--- src/rtl/inst_prefetch_pkg.sv ---
// Shared types and constants for the instruction prefetch stage.
// Defining IPF_PERF_EN adds fetch/flush performance counters to inst_prefetch.
package inst_prefetch_pkg;

  localparam int unsigned InstAddrBus = 32;
  localparam int unsigned InstBus     = 32;

  localparam logic [31:0] ZeroWord    = 32'h0000_0000;
  localparam logic        ChipEnable  = 1'b1;
  localparam logic        ChipDisable = 1'b0;

  typedef enum logic [1:0] {
    IpfBoot = 2'd0,
    IpfRun  = 2'd1,
    IpfHold = 2'd2
  } ipf_state_e;

  function automatic logic [InstAddrBus-1:0] word_align(input logic [InstAddrBus-1:0] addr);
    return {addr[InstAddrBus-1:2], 2'b00};
  endfunction

endpackage

--- src/rtl/inst_prefetch_if.sv ---
// ROM port, decode-side handshake and redirect bundle of the prefetch stage.
// master: the prefetch stage; slave: the ROM/CPU environment around it.
interface inst_prefetch_if;
  import inst_prefetch_pkg::*;

  logic                   rom_ce_o;
  logic [InstAddrBus-1:0] rom_addr_o;
  logic [InstBus-1:0]     rom_data_i;
  logic                   if_valid_o;
  logic [InstAddrBus-1:0] if_pc_o;
  logic [InstBus-1:0]     if_inst_o;
  logic                   id_ready_i;
  logic                   redirect_i;
  logic [InstAddrBus-1:0] redirect_pc_i;

  modport master (
    output rom_ce_o, rom_addr_o, if_valid_o, if_pc_o, if_inst_o,
    input  rom_data_i, id_ready_i, redirect_i, redirect_pc_i
  );

  modport slave (
    input  rom_ce_o, rom_addr_o, if_valid_o, if_pc_o, if_inst_o,
    output rom_data_i, id_ready_i, redirect_i, redirect_pc_i
  );

endinterface

--- src/rtl/inst_prefetch_queue.sv ---
// DEPTH-entry register FIFO of {pc, inst} pairs (the ipf_queue of the prefetch stage).
// Flush wins over push/pop; the head reads as zero when empty.
module inst_prefetch_queue
  import inst_prefetch_pkg::*;
#(
  parameter int unsigned DEPTH = 4,
  localparam int unsigned PtrW = (DEPTH > 1) ? $clog2(DEPTH) : 1,
  localparam int unsigned CntW = PtrW + 1
) (
  input  logic                   clk,
  input  logic                   rst,
  input  logic                   push_i,
  input  logic [InstAddrBus-1:0] push_pc_i,
  input  logic [InstBus-1:0]     push_inst_i,
  input  logic                   pop_i,
  input  logic                   flush_i,
  output logic [InstAddrBus-1:0] head_pc_o,
  output logic [InstBus-1:0]     head_inst_o,
  output logic [CntW-1:0]        count_o,
  output logic                   full_o,
  output logic                   empty_o
);

  logic [InstAddrBus-1:0] pc_mem_q   [DEPTH];
  logic [InstBus-1:0]     inst_mem_q [DEPTH];
  logic [PtrW-1:0]        rd_ptr_q, rd_ptr_d, wr_ptr_q, wr_ptr_d;
  logic [CntW-1:0]        count_q, count_d;
  logic                   push_ok, pop_ok;

  assign full_o  = (count_q == CntW'(DEPTH));
  assign empty_o = (count_q == '0);
  assign count_o = count_q;

  assign push_ok = push_i & ~full_o & ~flush_i;
  assign pop_ok  = pop_i & ~empty_o & ~flush_i;

  always_comb begin
    rd_ptr_d = rd_ptr_q;
    wr_ptr_d = wr_ptr_q;
    count_d  = count_q;
    if (flush_i) begin
      rd_ptr_d = '0;
      wr_ptr_d = '0;
      count_d  = '0;
    end else begin
      // Pointers wrap naturally because DEPTH is a power of two.
      if (push_ok) wr_ptr_d = wr_ptr_q + PtrW'(1);
      if (pop_ok)  rd_ptr_d = rd_ptr_q + PtrW'(1);
      count_d = count_q + CntW'(push_ok) - CntW'(pop_ok);
    end
  end

  always_ff @(posedge clk or negedge rst) begin
    if (!rst) begin
      rd_ptr_q <= '0;
      wr_ptr_q <= '0;
      count_q  <= '0;
    end else begin
      rd_ptr_q <= rd_ptr_d;
      wr_ptr_q <= wr_ptr_d;
      count_q  <= count_d;
    end
  end

  always_ff @(posedge clk) begin
    if (push_ok) begin
      pc_mem_q[wr_ptr_q]   <= push_pc_i;
      inst_mem_q[wr_ptr_q] <= push_inst_i;
    end
  end

  assign head_pc_o   = empty_o ? ZeroWord : pc_mem_q[rd_ptr_q];
  assign head_inst_o = empty_o ? ZeroWord : inst_mem_q[rd_ptr_q];

endmodule

--- src/rtl/inst_prefetch.sv ---
// Instruction prefetch stage: owns the fetch PC, drives the ROM and queues fetched words.
// Optional IPF_PERF_EN adds perf_fetch_cnt_o / perf_flush_cnt_o counters.
module inst_prefetch
  import inst_prefetch_pkg::*;
#(
  parameter logic [31:0] RESET_PC = 32'h0000_0000,
  parameter int unsigned DEPTH    = 4
) (
  input  logic                  clk,
  input  logic                  rst,
  inst_prefetch_if.master       bus
`ifdef IPF_PERF_EN
  ,
  output logic [31:0]           perf_fetch_cnt_o,
  output logic [31:0]           perf_flush_cnt_o
`endif
);

  localparam int unsigned CntW = ((DEPTH > 1) ? $clog2(DEPTH) : 1) + 1;

  ipf_state_e             state_q, state_d;
  logic [InstAddrBus-1:0] fetch_pc_q, fetch_pc_d;
  logic [CntW-1:0]        count;
  logic                   full, empty, fetch, pop;

  assign fetch = (state_q == IpfRun) && !full && !bus.redirect_i;
  assign pop   = !empty && bus.id_ready_i;

  assign bus.rom_ce_o   = fetch ? ChipEnable : ChipDisable;
  assign bus.rom_addr_o = fetch ? fetch_pc_q : ZeroWord;
  assign bus.if_valid_o = !empty;

  always_comb begin
    state_d    = state_q;
    fetch_pc_d = fetch_pc_q;
    if (bus.redirect_i) begin
      state_d    = IpfRun;
      fetch_pc_d = word_align(bus.redirect_pc_i);
    end else begin
      unique case (state_q)
        IpfBoot: state_d = IpfRun;
        // Only a push without a pop can fill the last free slot.
        IpfRun:  if (fetch && !pop && count == CntW'(DEPTH - 1)) state_d = IpfHold;
        IpfHold: if (pop) state_d = IpfRun;
        default: state_d = IpfBoot;
      endcase
      if (fetch) fetch_pc_d = fetch_pc_q + 32'd4;
    end
  end

  always_ff @(posedge clk or negedge rst) begin
    if (!rst) begin
      state_q    <= IpfBoot;
      fetch_pc_q <= RESET_PC;
    end else begin
      state_q    <= state_d;
      fetch_pc_q <= fetch_pc_d;
    end
  end

  inst_prefetch_queue #(
    .DEPTH (DEPTH)
  ) u_queue (
    .clk         (clk),
    .rst         (rst),
    .push_i      (fetch),
    .push_pc_i   (fetch_pc_q),
    .push_inst_i (bus.rom_data_i),
    .pop_i       (pop),
    .flush_i     (bus.redirect_i),
    .head_pc_o   (bus.if_pc_o),
    .head_inst_o (bus.if_inst_o),
    .count_o     (count),
    .full_o      (full),
    .empty_o     (empty)
  );

`ifdef IPF_PERF_EN
  logic [31:0] perf_fetch_q, perf_flush_q;
  logic        discard;

  // A popped head is delivered, so a flush only counts if something else was queued.
  assign discard = bus.redirect_i && (count > CntW'(pop));

  always_ff @(posedge clk or negedge rst) begin
    if (!rst) begin
      perf_fetch_q <= '0;
      perf_flush_q <= '0;
    end else begin
      perf_fetch_q <= perf_fetch_q + 32'(fetch);
      perf_flush_q <= perf_flush_q + 32'(discard);
    end
  end

  assign perf_fetch_cnt_o = perf_fetch_q;
  assign perf_flush_cnt_o = perf_flush_q;
`endif

endmodule

--- src/flat_wrapper.sv ---
// flat-port wrapper written by rule: the top's interface ports become plain ports
module inst_prefetch_flat import inst_prefetch_pkg::*;
#(
  parameter logic [31:0] RESET_PC = 32'h0000_0000,
  parameter int unsigned DEPTH    = 4
)
  (clk, rst, bus_rom_ce_o, bus_rom_addr_o, bus_if_valid_o, bus_if_pc_o, bus_if_inst_o, bus_rom_data_i, bus_id_ready_i, bus_redirect_i, bus_redirect_pc_i);
  inst_prefetch_if bus_i ();
  input  logic clk;
  input  logic rst;
  output wire logic [$bits(bus_i.rom_ce_o)-1:0] bus_rom_ce_o;
  output wire logic [$bits(bus_i.rom_addr_o)-1:0] bus_rom_addr_o;
  output wire logic [$bits(bus_i.if_valid_o)-1:0] bus_if_valid_o;
  output wire logic [$bits(bus_i.if_pc_o)-1:0] bus_if_pc_o;
  output wire logic [$bits(bus_i.if_inst_o)-1:0] bus_if_inst_o;
  input wire logic [$bits(bus_i.rom_data_i)-1:0] bus_rom_data_i;
  input wire logic [$bits(bus_i.id_ready_i)-1:0] bus_id_ready_i;
  input wire logic [$bits(bus_i.redirect_i)-1:0] bus_redirect_i;
  input wire logic [$bits(bus_i.redirect_pc_i)-1:0] bus_redirect_pc_i;
  assign bus_rom_ce_o = bus_i.rom_ce_o;
  assign bus_rom_addr_o = bus_i.rom_addr_o;
  assign bus_if_valid_o = bus_i.if_valid_o;
  assign bus_if_pc_o = bus_i.if_pc_o;
  assign bus_if_inst_o = bus_i.if_inst_o;
  assign bus_i.rom_data_i = bus_rom_data_i;
  assign bus_i.id_ready_i = bus_id_ready_i;
  assign bus_i.redirect_i = bus_redirect_i;
  assign bus_i.redirect_pc_i = bus_redirect_pc_i;
  inst_prefetch #(.RESET_PC(RESET_PC), .DEPTH(DEPTH)) u_core (.clk(clk), .rst(rst), .bus(bus_i));
endmodule
--- config.mk ---
export PLATFORM = sky130hd
export DESIGN_NAME = inst_prefetch_flat
export DESIGN_NICKNAME = d
export VERILOG_FILES = /design/src/rtl/inst_prefetch_pkg.sv /design/src/rtl/inst_prefetch_if.sv /design/src/rtl/inst_prefetch_queue.sv /design/src/rtl/inst_prefetch.sv /design/src/flat_wrapper.sv
export SDC_FILE = /design/constraint.sdc
export NUM_CORES = 1
export LEC_CHECK = 0
export BUFFER_PORTS_ARGS = -buffer_cell sky130_fd_sc_hd__buf_2
export CORE_ASPECT_RATIO = 1.2
export CORE_MARGIN = 8
export CORE_UTILIZATION = 50
export CTS_BUF_LIST = sky130_fd_sc_hd__clkbuf_2 sky130_fd_sc_hd__clkbuf_4 sky130_fd_sc_hd__clkbuf_8
export CTS_CLUSTER_SIZE = 10
export DETAILED_ROUTE_END_ITERATION = 10
export GPL_TIMING_DRIVEN = 0
export PLACE_DENSITY = 0.73
export SLEW_MARGIN = 20
export SYNTH_ARGS = -nofsm -noshare
export SYNTH_HDL_FRONTEND = slang
export SYNTH_HIERARCHICAL = 1
export SYNTH_SLANG_ARGS = --single-unit
--- constraint.sdc ---
create_clock -name clk -period 7.95 [get_ports clk]
set_clock_uncertainty 0.2 [all_clocks]
set_input_delay 0.3975 -clock clk [delete_from_list [all_inputs] [get_ports clk]]
set_output_delay 0.3975 -clock clk [all_outputs]
set_load 0.01 [all_outputs]
* Word-level counts from Yosys, hierarchy flattened *
Memory sizes are Yosys's and may differ from the RTL's.
Index checks and enable logic that the tools add are counted.
W data, S select, Z words.

word-level totals
  input port bits = 68
  bits in registers = 41
  output and inout bits = 98
  RAM bits = 256
  memories = 2

memory list
  name                       depth  bits a word  read ports  clocked after Yosys merged registers in  wr ports  RTL line                   RTL
  u_core.u_queue.inst_mem_q  4      32           1           0                                        1         inst_prefetch_queue.sv:25  logic [InstBus-1:0] inst_mem_q [DEPTH];
  u_core.u_queue.pc_mem_q    4      32           1           0                                        1         inst_prefetch_queue.sv:24  logic [InstAddrBus-1:0] pc_mem_q [DEPTH];

cells by class
  $add $sub $neg = 5
  reduce and logical (&&, ||, !) cells = 15
  muxes and demuxes = 17
  bitwise gates (word level) = 7
  equal/unequal tests = 6

operators with widths
  operator                 count
  $mux W32                 5
  $add A32 B3 Y32 const B  1
  $mux W2                  7
  $pmux W2 S3              1
  $reduce_bool A2 Y1       3
  $logic_and A1 B1 Y1      5
  $add A2 B1 Y2 const B    2
  $and A1 B1 Y1            4
  $logic_not A1 Y1         4
  $add A3 B1 Y3            1
  $eq A3 B2 Y1 const B     1
  $eq A3 B3 Y1 const B     1
  $logic_not A3 Y1         1
  $mux W1                  3
  $mux W3                  1
  $ne A3 B2 Y1 const B     1
  $ne A3 B3 Y1 const B     1
  $not A1 Y1               3
  $sub A3 B1 Y3            1
  $eq A2 B1 Y1 const B     1
  $eq A2 B2 Y1 const B     1
  $logic_not A2 Y1         1
  $reduce_and A2 Y1        1

* Logic depth before layout (Yosys ltp) *
Gate-level depths: netlist of run 1.

  depth in word-level cells = 9
  mapped depth = 14

* Hierarchy *
The synthesis of run 1 kept the hierarchy.

modules (own cells, without submodules)
  module               cells an instance  times used  area an instance (µm²)
  inst_prefetch_queue  454                1           10129.7
  inst_prefetch        253                1           2142.1

* Least setup slack after synthesis of run 1 *
No wires, ideal clock.

  path type = register -> register
  from = reg u_core.u_queue.count_q[2], in the netlist u_core/u_queue/count_o[2]
  to = mem u_core.u_queue.inst_mem_q[0][0] (enable)
  setup time = 429 ps
  arrival = 3218 ps
  cell stages (with the launch flop) = 7
  slack = 4104 ps
  data required time = 7321 ps
  path through = dfrtp_1 nor3b_2 or3b_4 nor2_1 inv_2 nor3_1 and2_1

on the way
  longest elaborated chain between the ends = 8

ends and longest elaborated chain
  item                               RTL line                   RTL
  from (decl)                        inst_prefetch_queue.sv:27  logic [CntW-1:0] count_q, count_d;
  from (signal assigned)             inst_prefetch_queue.sv:61  count_q <= count_d;
  $eq A3 B3 Y1 (*)                   inst_prefetch_queue.sv:30  assign full_o = (count_q == CntW'(DEPTH));
  via u_core.full                    inst_prefetch.sv:24        logic full, empty, fetch, pop;
  $logic_not A1 Y1                   inst_prefetch.sv:26        assign fetch = (state_q == IpfRun) && !full && !bus.redirect_i;
  $logic_and A1 B1 Y1 (2 in series)  inst_prefetch.sv:26
  $and A1 B1 Y1 (*) (2 in series)    inst_prefetch_queue.sv:34  assign push_ok = push_i & ~full_o & ~flush_i;
  $mux W1 (*)                        inst_prefetch_queue.sv:66  if (push_ok) begin
  $mux W1 (implied by the code) (*)  inst_prefetch_queue.sv:68  inst_mem_q[wr_ptr_q] <= push_inst_i;
  to (decl)                          inst_prefetch_queue.sv:25

The timed path passes the listed nets; every way through them passes the cells marked *.

* Final worst setup path of run 1 *
  from = reg u_core.u_queue.count_q[2], in the netlist u_core/u_queue/count_o[2]
  to = reg u_core.u_queue.count_q[2], in the netlist u_core/u_queue/count_o[2]

on the way
  longest elaborated chain between the ends = 9

ends and longest elaborated chain
  item                               RTL line                   RTL
  $eq A3 B3 Y1 (*)                   inst_prefetch_queue.sv:30
  via u_core.full                    inst_prefetch.sv:24
  $logic_not A1 Y1                   inst_prefetch.sv:26
  $logic_and A1 B1 Y1 (2 in series)  inst_prefetch.sv:26
  $and A1 B1 Y1 (*) (2 in series)    inst_prefetch_queue.sv:34
  $add A3 B1 Y3 (*)                  inst_prefetch_queue.sv:49  count_d = count_q + CntW'(push_ok) - CntW'(pop_ok);
  $sub A3 B1 Y3 (*)                  inst_prefetch_queue.sv:49
  $mux W3 (*)                        inst_prefetch_queue.sv:41  if (flush_i) begin
  via u_core.u_queue.count_d[2]      inst_prefetch_queue.sv:27

Marks and branches as above.
A chain may end at the register's enable or synchronous reset.

==> results of run 1 <==
==> area by class of cell <==
type	instances	share of cell area [%]
Tap cell	325	2.68
Clock inverter	19	0.980
Inverter	11	0.272
Sequential cell	295	57.0
Clock buffer	62	5.08
Buffer	41	1.46
Timing Repair Buffer	229	10.2
Multi-Input combinational cell	369	22.3
==> how the worst min path moves through the flow <==
stage / start / to
global placement: u_core/u_queue/wr_ptr_q[1] / u_core/u_queue/wr_ptr_q[1]
detailed placement: rst / u_core/fetch_pc_q[12]
finish: bus_id_ready_i / u_core/state_q[1]
global route: bus_id_ready_i / u_core/state_q[1]
CTS: bus_id_ready_i / u_core/state_q[1]
floorplan: rst / u_core/fetch_pc_q[10]
==> registers in the layout (all words and copies together) (netlist names) <==
| register | flops |
|---|---|
| u_core/fetch_pc_q | 30 |
| u_core/u_queue/rd_ptr_q | 2 |
| u_core/state_q | 2 |
| u_core/u_queue/count_o | 3 |
| u_core/u_queue/pc_mem_q | 128 |
| u_core/u_queue/inst_mem_q | 128 |
| u_core/u_queue/wr_ptr_q | 2 |
==> per-stage QoR <==
| stage | std cells | setup WS, ps | total power [mW] | cell area, µm² |
|---|---|---|---|---|
| 2_1_floorplan | 716 | 4100 | 2.65 | 12300 |
| 3_3_place_gp | 1202 | 2580 | 3.12 | 13500 |
| 3_5_place_dp | 1206 | 4230 | 3.14 | 13600 |
| 4_1_cts | 1351 | 4220 | 4.43 | 15200 |
| 5_1_grt | 1351 | 3970 | 4.60 | 15200 |
| 6_report | 1351 | 4300 | 4.36 | 15200 |
==> power groups by stage <==
| stage | Combinational (mW) | Clock [mW] | Sequential, mW |
|---|---|---|---|
| 2_1_floorplan | 0.701 | 0 | 1.95 |
| 3_3_place_gp | 1.13 | 0 | 1.99 |
| 3_5_place_dp | 1.16 | 0 | 1.98 |
| 4_1_cts | 1.19 | 1.29 | 1.95 |
| 5_1_grt | 1.28 | 1.35 | 1.97 |
| 6_report | 1.16 | 1.25 | 1.95 |
==> repair_timing <==
item	in CTS	in global routing
hold buffers	64	0
setup endpoints to repair	0	0
hold endpoints to repair	197	0
==> per-layer routing <==
layer,wire (µm),part of all wire [%]
met5,0,0
met4,471,1.7
met3,2050,7.6
met2,13500,50
met1,10900,41
==> tightest hold or removal path: stages <==
cell	delay [ps]
buf_2	90
nand2b_1	90
inv_1	140
nor3_1	70
==> kinds of logic (layout without fill, tap and decap cells) <==
group | Yosys count | count (layout) | share of synthesized area, %
other | 1 | 10 | 0.0306
flip-flops | 295 | 295 | 70.6
multiplexers | 67 | 67 | 12.0
adder cells (fa/ha/maj) | 8 | 8 | 0.877
XOR/XNOR | 13 | 13 | 0.928
AND/OR/NAND/NOR | 217 | 217 | 10.7
buffers and inverters | 52 | 362 | 2.14
AO/OA/AOI/OAI | 54 | 54 | 2.71
==> layout by cell type, fill, tap and decap left out, types with 3 or more instances in the layout <==
cell type and instances:
nor2_1 23, nor2b_1 65, clkinv_2 7, inv_1 9
buf_2 170, or4_1 14, ha_1 7, nand3_1 13
and2_4 4, and3_1 29, dfrtp_1 39, nand2_1 26
buf_6 5, or3_1 5, nand2b_1 3, and4_1 6
dlygate4sd3_1 64, xor2_1 8, nand4_1 7, buf_4 5
edfxtp_1 256, nor3_1 5, o21ai_0 18, a31oi_1 17
clkbuf_1 20, clkbuf_8 49, xnor2_1 5, and2_1 5
conb_1 10, o31ai_1 15, clkbuf_4 13, mux4_2 64
clkinv_1 7, buf_16 4
==> flow_summary.ini, run 1 <==
[status]
outcome = complete, no violations

[floorplan]
ios = 166
die_area_um2 = 29800
num_rows = 63
start_util_pct = 50.2
die_x_um = 159
core_um2 = 24400
die_h_um = 188

[sta]
fmaxAchievable_ghz = 0.274
rsz0062_at_grt = false
tns_ps = 0
hold_viol_final = 0
setup_viol = 0
whs_ps = 68.4
slew_headroom_pct = 35.7
fin_crit_ps = 3650
max_slew.worst_pin.slew_ps = 964
timing.final.crit_share_pct = 46.0
slew_violations = 0

[critical_path]
regToRegStartpoint = u_core/u_queue/count_o[2]
startpoint_type = flop
worstSetupPathDepth = 14
r2r_slack_ps = 4300
crit_chain = nor3b_2, or3b_4, nor2_1, inv_2, nor3_1, inv_1, ha_1, inv_1, ha_1, inv_1, fa_1, xor2_1, and2_1, nor3_1
endpoint = u_core/u_queue/count_o[2]
arrival_ps = 3910
critPathMostFrequentCell = inv_1
r2r-end = u_core/u_queue/count_o[2]
crit_type = reg -> reg
worstPathMaxFanout = 8
r2r.worst_path.cells = 14
end_kind = flop
worst-path-buf-inv = 4
max_stage_delay_ps = 510
slowest_stage = nor3_1
required_ps = 8210
startpoint = u_core/u_queue/count_o[2]
cp_top_family = simple AND/OR/NAND/NOR gates

[yosys]
async_flop_share_pct = 13.2
ys_seq_area_share_pct = 70.6
synth_top_area_share_pct = 62.6
yosysMostFrequentCell = edfxtp_1
synth.avg_cell_area_um2 = 17.4
netlist_top_cells_count = edfxtp_1 (256), nor2b_1 (65), mux4_2 (64)
yosys_warnings = 6
synth_area_um2 = 12300
ys_ff_latch = 295
syn_inst = 707
ys_types = 45
synth.top_cells.by_area = edfxtp_1 (63%), mux4_2 (12%), dfrtp_1 (8.0%)
yosys.area.top_type = edfxtp_1
synth_edf_count = 256
ys.flop_type = edfxtp_1

[detailed_routing]
routed_wl_um = 27000
drt_iter0_drc = 510
wire_per_inst_um = 20.0
detail-route-antenna-nets = 0
via_per_inst = 5.44
drc = 0
firstDrtPassIters = 6
num_vias = 7344

[min_path]
holdPathStages = 4
hold_class = in -> reg

[pwr]
ir_drop_mv = 0.165
switching_share_pct = 30.0
p_leak_nw = 5.54
power_density_nw_per_um2 = 287
p_sw_mw = 1.31
p_int_mw = 3.05
pwr-share-clk_pct = 28.7
p_comb_share_pct = 26.6
p_seq_share_pct = 44.7

[global_route]
grtUsageMet2_pct = 30.8
grt_usage_pct = 18.2
grt_max_degree = 42
gr-max-usage-layer = met2
grt_pass1_wl_um = 43400
grt_remaining_overflow = 0
antenna_found_initial = 0
use_met3_pct = 4.65
grt_pass1_vias = 7876
use_met1_pct = 22.9

[placed_design]
portBuffers = 161
gp_congestion = 0.868
dp_hpwl_um = 17100

[clock_tree]
htreeDepth = 2
cts_inserted_buffers = 44
cts_buffer_depth = 3
clk_pin_slew_worst_paths_ps = 60
clk_latency_ps = 560
cts_tree = built
cts.sinks = 295
ctsRootBufferMaster = clkbuf_8
postCtsSetupRepairBufs = 0
ctsResizeCount = 0

[finish]
fin_nets = 1067
multi_input_area_um2 = 3390
seqCellArea_um2 = 8660
layout-area-overhead-vs-synth_pct = 23.9
layout-drive-gt1-share_pct = 32.8
antenna_cells = 0
n_fill_cell = 1845
post-route-util_pct = 62.2

[job]
drv_cap = 0
No activity file was read; power rests on OpenSTA's default activity.
==> run 2: changes to the inputs <==
clock period = 3.4 ns   (was 7.95 ns; I/O delays follow)
==> run 2 against run 1 <==
Against the previous run:
- via count grew 0.35%
- sequential share of layout area shrank 0.27 points
- register-to-register slack lost 4100 ps
- flip-flop and latch count is the same
- largest power group unchanged
==> flow_summary.ini, run 2 (same netlist as run 1, synthesis figures left out) <==
[status]
outcome = complete, no violations

[clock_tree]
cts_buffer_depth = 3
ctsRootBufferMaster = clkbuf_8
clk_pin_slew_worst_paths_ps = 70
htreeDepth = 2
cts.sinks = 295
clk_latency_ps = 540
cts_tree = built
cts_inserted_buffers = 44

[detailed_routing]
detail-route-antenna-nets = 0
via_per_inst = 5.43
num_vias = 7370
routed_wl_um = 27000
drt_iter0_drc = 478
wire_per_inst_um = 19.9
firstDrtPassIters = 5
drc = 0

[global_route]
use_met3_pct = 4.08
gr-max-usage-layer = met2
grt_max_degree = 45
use_met1_pct = 22.4
antenna_found_initial = 0
grt_pass1_wl_um = 43100
grt_usage_pct = 18.2
grtUsageMet2_pct = 31.3
grt_pass1_vias = 7860
grt_remaining_overflow = 0

[sta]
timing.final.crit_share_pct = 93.8
hold_viol_final = 0
whs_ps = 131
slew_violations = 0
fin_crit_ps = 3190
max_slew.worst_pin.slew_ps = 934
setup_viol = 0
slew_headroom_pct = 37.7
rsz0062_at_grt = false
fmaxAchievable_ghz = 0.314

[critical_path]
startpoint = u_core/u_queue/count_o[2]
endpoint = u_core/u_queue/count_o[2]
end_kind = flop
critPathMostFrequentCell = inv_1
regToRegStartpoint = u_core/u_queue/count_o[2]
worstPathMaxFanout = 8
slowest_stage = dfrtp_1
r2r.worst_path.cells = 14
startpoint_type = flop
r2r-end = u_core/u_queue/count_o[2]
required_ps = 3650
max_stage_delay_ps = 460
arrival_ps = 3440
crit_type = reg -> reg
r2r_slack_ps = 210
crit_chain = nor3b_4, or3b_4, nor2_2, inv_2, nor3_4, inv_1, ha_1, inv_1, ha_1, inv_1, fa_1, xor2_1, and2_1, nor3_1

[finish]
layout-drive-gt1-share_pct = 32.8
fin_nets = 1073
layout-area-overhead-vs-synth_pct = 24.5
design_area_um2 = 15300
layout_commonest_cell = edfxtp_1
reg.largest.list = u_core/u_queue/inst_mem_q x128, u_core/u_queue/pc_mem_q x128, u_core/fetch_pc_q x30
layout.cells.non_filler = 1357
antenna_cells = 0
final_cell_mix = edfxtp_1 (256), buf_2 (170), dlygate4sd3_1 (69)
n_fill_cell = 1824

[placed_design]
post-place-cells = 1206
placedInstanceArea_um2 = 13600
portBuffers = 161
dp_hpwl_um = 17100
gp_congestion = 0.881

[pwr]
p_leak_nw = 5.56
switching_share_pct = 29.9
power_density_nw_per_um2 = 668
ir_drop_mv = 0.465
pwr-share-clk_pct = 28.3
p_int_mw = 7.15
p_sw_mw = 3.05
p_comb_share_pct = 27.0
p_seq_share_pct = 44.7

[min_path]
hold_class = in -> async

[job]
drv_cap = 0

[floorplan]
ios = 166
num_rows = 63
start_util_pct = 50.2
core_um2 = 24400
die_h_um = 188
die_x_um = 159
die_area_um2 = 29800
-- run 2: power by group through the flow --
stage / Combinational (mW) / Sequential (mW) / Clock (mW)
floorplan: 1.64 / 4.55 / 0
global placement: 2.65 / 4.62 / 0
detailed placement: 2.72 / 4.63 / 0
CTS: 2.80 / 4.56 / 2.96
global route: 3.03 / 4.60 / 3.11
finish: 2.75 / 4.56 / 2.88
-- run 2: worst min path at each step --
stage / startpoint / end / slack [ps]
floorplan: rst / u_core/fetch_pc_q[10] / -330
global placement: rst / u_core/fetch_pc_q[12] / 160
detailed placement: rst / u_core/fetch_pc_q[12] / 160
CTS: rst / u_core/fetch_pc_q[6] / 110
global route: bus_rom_data_i[5] / u_core/u_queue/inst_mem_q[1][5] / 160
finish: rst / u_core/fetch_pc_q[13] / 130
-- run 2: cell type report --
class	instances	area [µm²]	area share, %
Buffer	41	225	1.47
Clock buffer	66	815	5.33
Clock inverter	15	91.3	0.598
Inverter	11	41.3	0.270
Multi-Input combinational cell	369	3420	22.4
Sequential cell	295	8660	56.7
Tap cell	325	407	2.66
Timing Repair Buffer	235	1610	10.6
-- run 2: per-layer routing --
metal | vias up | share of wire (%)
met2 | 284 | 51
met4 | 0 | 2.5
met3 | 54 | 6.5
li1 | 3368 | -
met5 | - | 0
met1 | 3664 | 40
-- run 2: critical path: cells and delay by family (launching register included) --
kind,cells,cell delay [ps]
flops,1,460
xor+xnor,1,160
fa+ha+maj,3,770
simple gates,6,1280
buf+inv,4,260
-- run 2: through the flow --
step / TNS [ps] / worst slack, ps / power [mW] / util (%)
5_1_grt: 0 / 23.4 / 10.7 / 62.5
4_1_cts: 0 / 47.3 / 10.3 / 62.4
2_1_floorplan: 0 / 163 / 6.20 / -
3_5_place_dp: -240 / -240 / 7.35 / 55.8
3_3_place_gp: -154880 / -632 / 7.27 / 55.3
6_report: 0 / 210 / 10.2 / 62.5
-- run 2: timing repair --
| action | in CTS | in global routing |
|---|---|---|
| setup endpoints to repair | 2 | 1 |
| hold buffers | 69 | 0 |
| setup buffers | 0 | 1 |
| hold endpoints to repair | 200 | 0 |
| pin swaps | 0 | 1 |
| resized for setup | 4 | 6 |
==> run 3: changes to the inputs <==
SKIP_CTS_REPAIR_TIMING = 1   (was not set)
clock period = 3.7 ns   (was 3.4 ns; I/O delays follow)
==> run 3 against run 2 <==
Against the previous run:
- die area did not move
- largest power group unchanged
- first-iteration DRC count fell by 11%
- critical path depth did not move
- largest cell class unchanged
- routed wire length fell by 0.47%
- cell count fell by 0.37%
- non-clock buffer count fell by 5
==> flow_summary.ini, run 3 (same netlist as run 1, synthesis figures left out) <==
[clock_tree]
cts.sinks = 295
cts_tree = built
cts_inserted_buffers = 44
cts_buffer_depth = 3
htreeDepth = 2
clk_latency_ps = 540
clk_pin_slew_worst_paths_ps = 70
ctsRootBufferMaster = clkbuf_8

[job]
drv_cap = 0

[detailed_routing]
wire_per_inst_um = 19.9
detail-route-antenna-nets = 0
drc = 0
via_per_inst = 5.45
drt_iter0_drc = 427
num_vias = 7365
routed_wl_um = 26900
firstDrtPassIters = 4

[critical_path]
endpoint = u_core/u_queue/count_o[2]
worstPathMaxFanout = 8
crit_type = reg -> reg
r2r.worst_path.cells = 14
r2r_slack_ps = 240
end_kind = flop
arrival_ps = 3710
startpoint = u_core/u_queue/count_o[2]
startpoint_type = flop
required_ps = 3950
regToRegStartpoint = u_core/u_queue/count_o[2]
r2r-end = u_core/u_queue/count_o[2]

[status]
outcome = complete, no violations

[global_route]
grtUsageMet2_pct = 30.0
antenna_found_initial = 0
grt_pass1_wl_um = 41600
use_met1_pct = 22.1
use_met3_pct = 4.01
grt_remaining_overflow = 0
grt_max_degree = 45
grt_usage_pct = 17.6
gr-max-usage-layer = met2
grt_pass1_vias = 7496

[pwr]
power_density_nw_per_um2 = 614
ir_drop_mv = 0.428
p_leak_nw = 5.54

[finish]
layout-drive-gt1-share_pct = 32.7
layout-area-overhead-vs-synth_pct = 23.9
reg.largest.list = u_core/u_queue/inst_mem_q x128, u_core/u_queue/pc_mem_q x128, u_core/fetch_pc_q x30
n_fill_cell = 1830
layout.cells.non_filler = 1352
seqCellArea_um2 = 8660
fin_nets = 1068
multi_input_area_um2 = 3400
post-route-util_pct = 62.2
antenna_cells = 0
final_cell_mix = edfxtp_1 (256), buf_2 (170), dlygate4sd3_1 (65), nor2b_1 (65), mux4_2 (64)
layout_commonest_cell = edfxtp_1

[placed_design]
dp_hpwl_um = 17100
post-place-cells = 1206
dp_slack_ps = 59.7
portBuffers = 161
gp_congestion = 0.881

[sta]
rsz0062_at_grt = false
slew_headroom_pct = 38.0
setup_viol = 0
fin_crit_ps = 3460
max_slew.worst_pin.slew_ps = 930
hold_viol_final = 0
slew_violations = 0
timing.final.crit_share_pct = 93.5
fmaxAchievable_ghz = 0.289
setup_slack_ps = 240
whs_ps = 24.2
tns_ps = 0

[floorplan]
die_h_um = 188
die_area_um2 = 29800
num_rows = 63
die_x_um = 159
core_um2 = 24400
ios = 166
start_util_pct = 50.2

[min_path]
hold_class = in -> reg
run 3: cell count changes in the layout (fill, tap and decap cells not counted), sizes merged:
cell / previous run / this run
buf: 188 / 186
dlygate4sd3: 69 / 65
clkbuf: 85 / 86
run 3: routing by layer:
metal | wire length [µm] | vias to the layer above
li1 | - | 3354
met1 | 11000 | 3691
met2 | 13700 | 275
met3 | 1680 | 45
met4 | 554 | 0
met5 | 0 | -
run 3: worst min-delay path by stage:
stage	to	from	cells after the start	slack, ps
after CTS	u_core/fetch_pc_q[6]	rst	1	-410
after global placement	u_core/fetch_pc_q[12]	rst	1	170
after detailed placement	u_core/fetch_pc_q[12]	rst	1	170
final	u_core/fetch_pc_q[14]	bus_redirect_i	4	20
after global routing	u_core/fetch_pc_q[8]	bus_redirect_i	4	50
after floorplan	u_core/fetch_pc_q[10]	rst	0	-310
run 3: metrics by stage:
step | power, mW | cell area, µm²
2_1_floorplan | 5.69 | 12300
3_3_place_gp | 6.68 | 13500
3_5_place_dp | 6.75 | 13600
4_1_cts | 9.42 | 14500
5_1_grt | 9.84 | 15200
6_report | 9.34 | 15200
run 3: area by class of cell:
type / count / area share (%)
buffer: 41 / 1.46
clock buffer: 66 / 5.36
clock inverter: 15 / 0.601
inverter: 11 / 0.272
multi-input combinational: 369 / 22.4
sequential: 295 / 57.0
tap: 325 / 2.67
timing repair buffer: 230 / 10.3
run 3: worst max-delay path, stage by stage, from the launching register on:
cell and delay [ps]:
dfrtp_1 440, nor3b_2 250, or3b_4 440, nor2_1 250, inv_2 110, nor3_4 290, inv_1 70, ha_1 270
inv_1 60, ha_1 130, inv_1 50, fa_1 370, xor2_1 160, and2_1 160, nor3_1 120
run 3: power breakdown:
part | switching [mW] | internal, mW | total [mW]
sequential | 0.190 | 4.00 | 4.19
clock | 1.17 | 1.48 | 2.65
combinational | 1.43 | 1.07 | 2.51
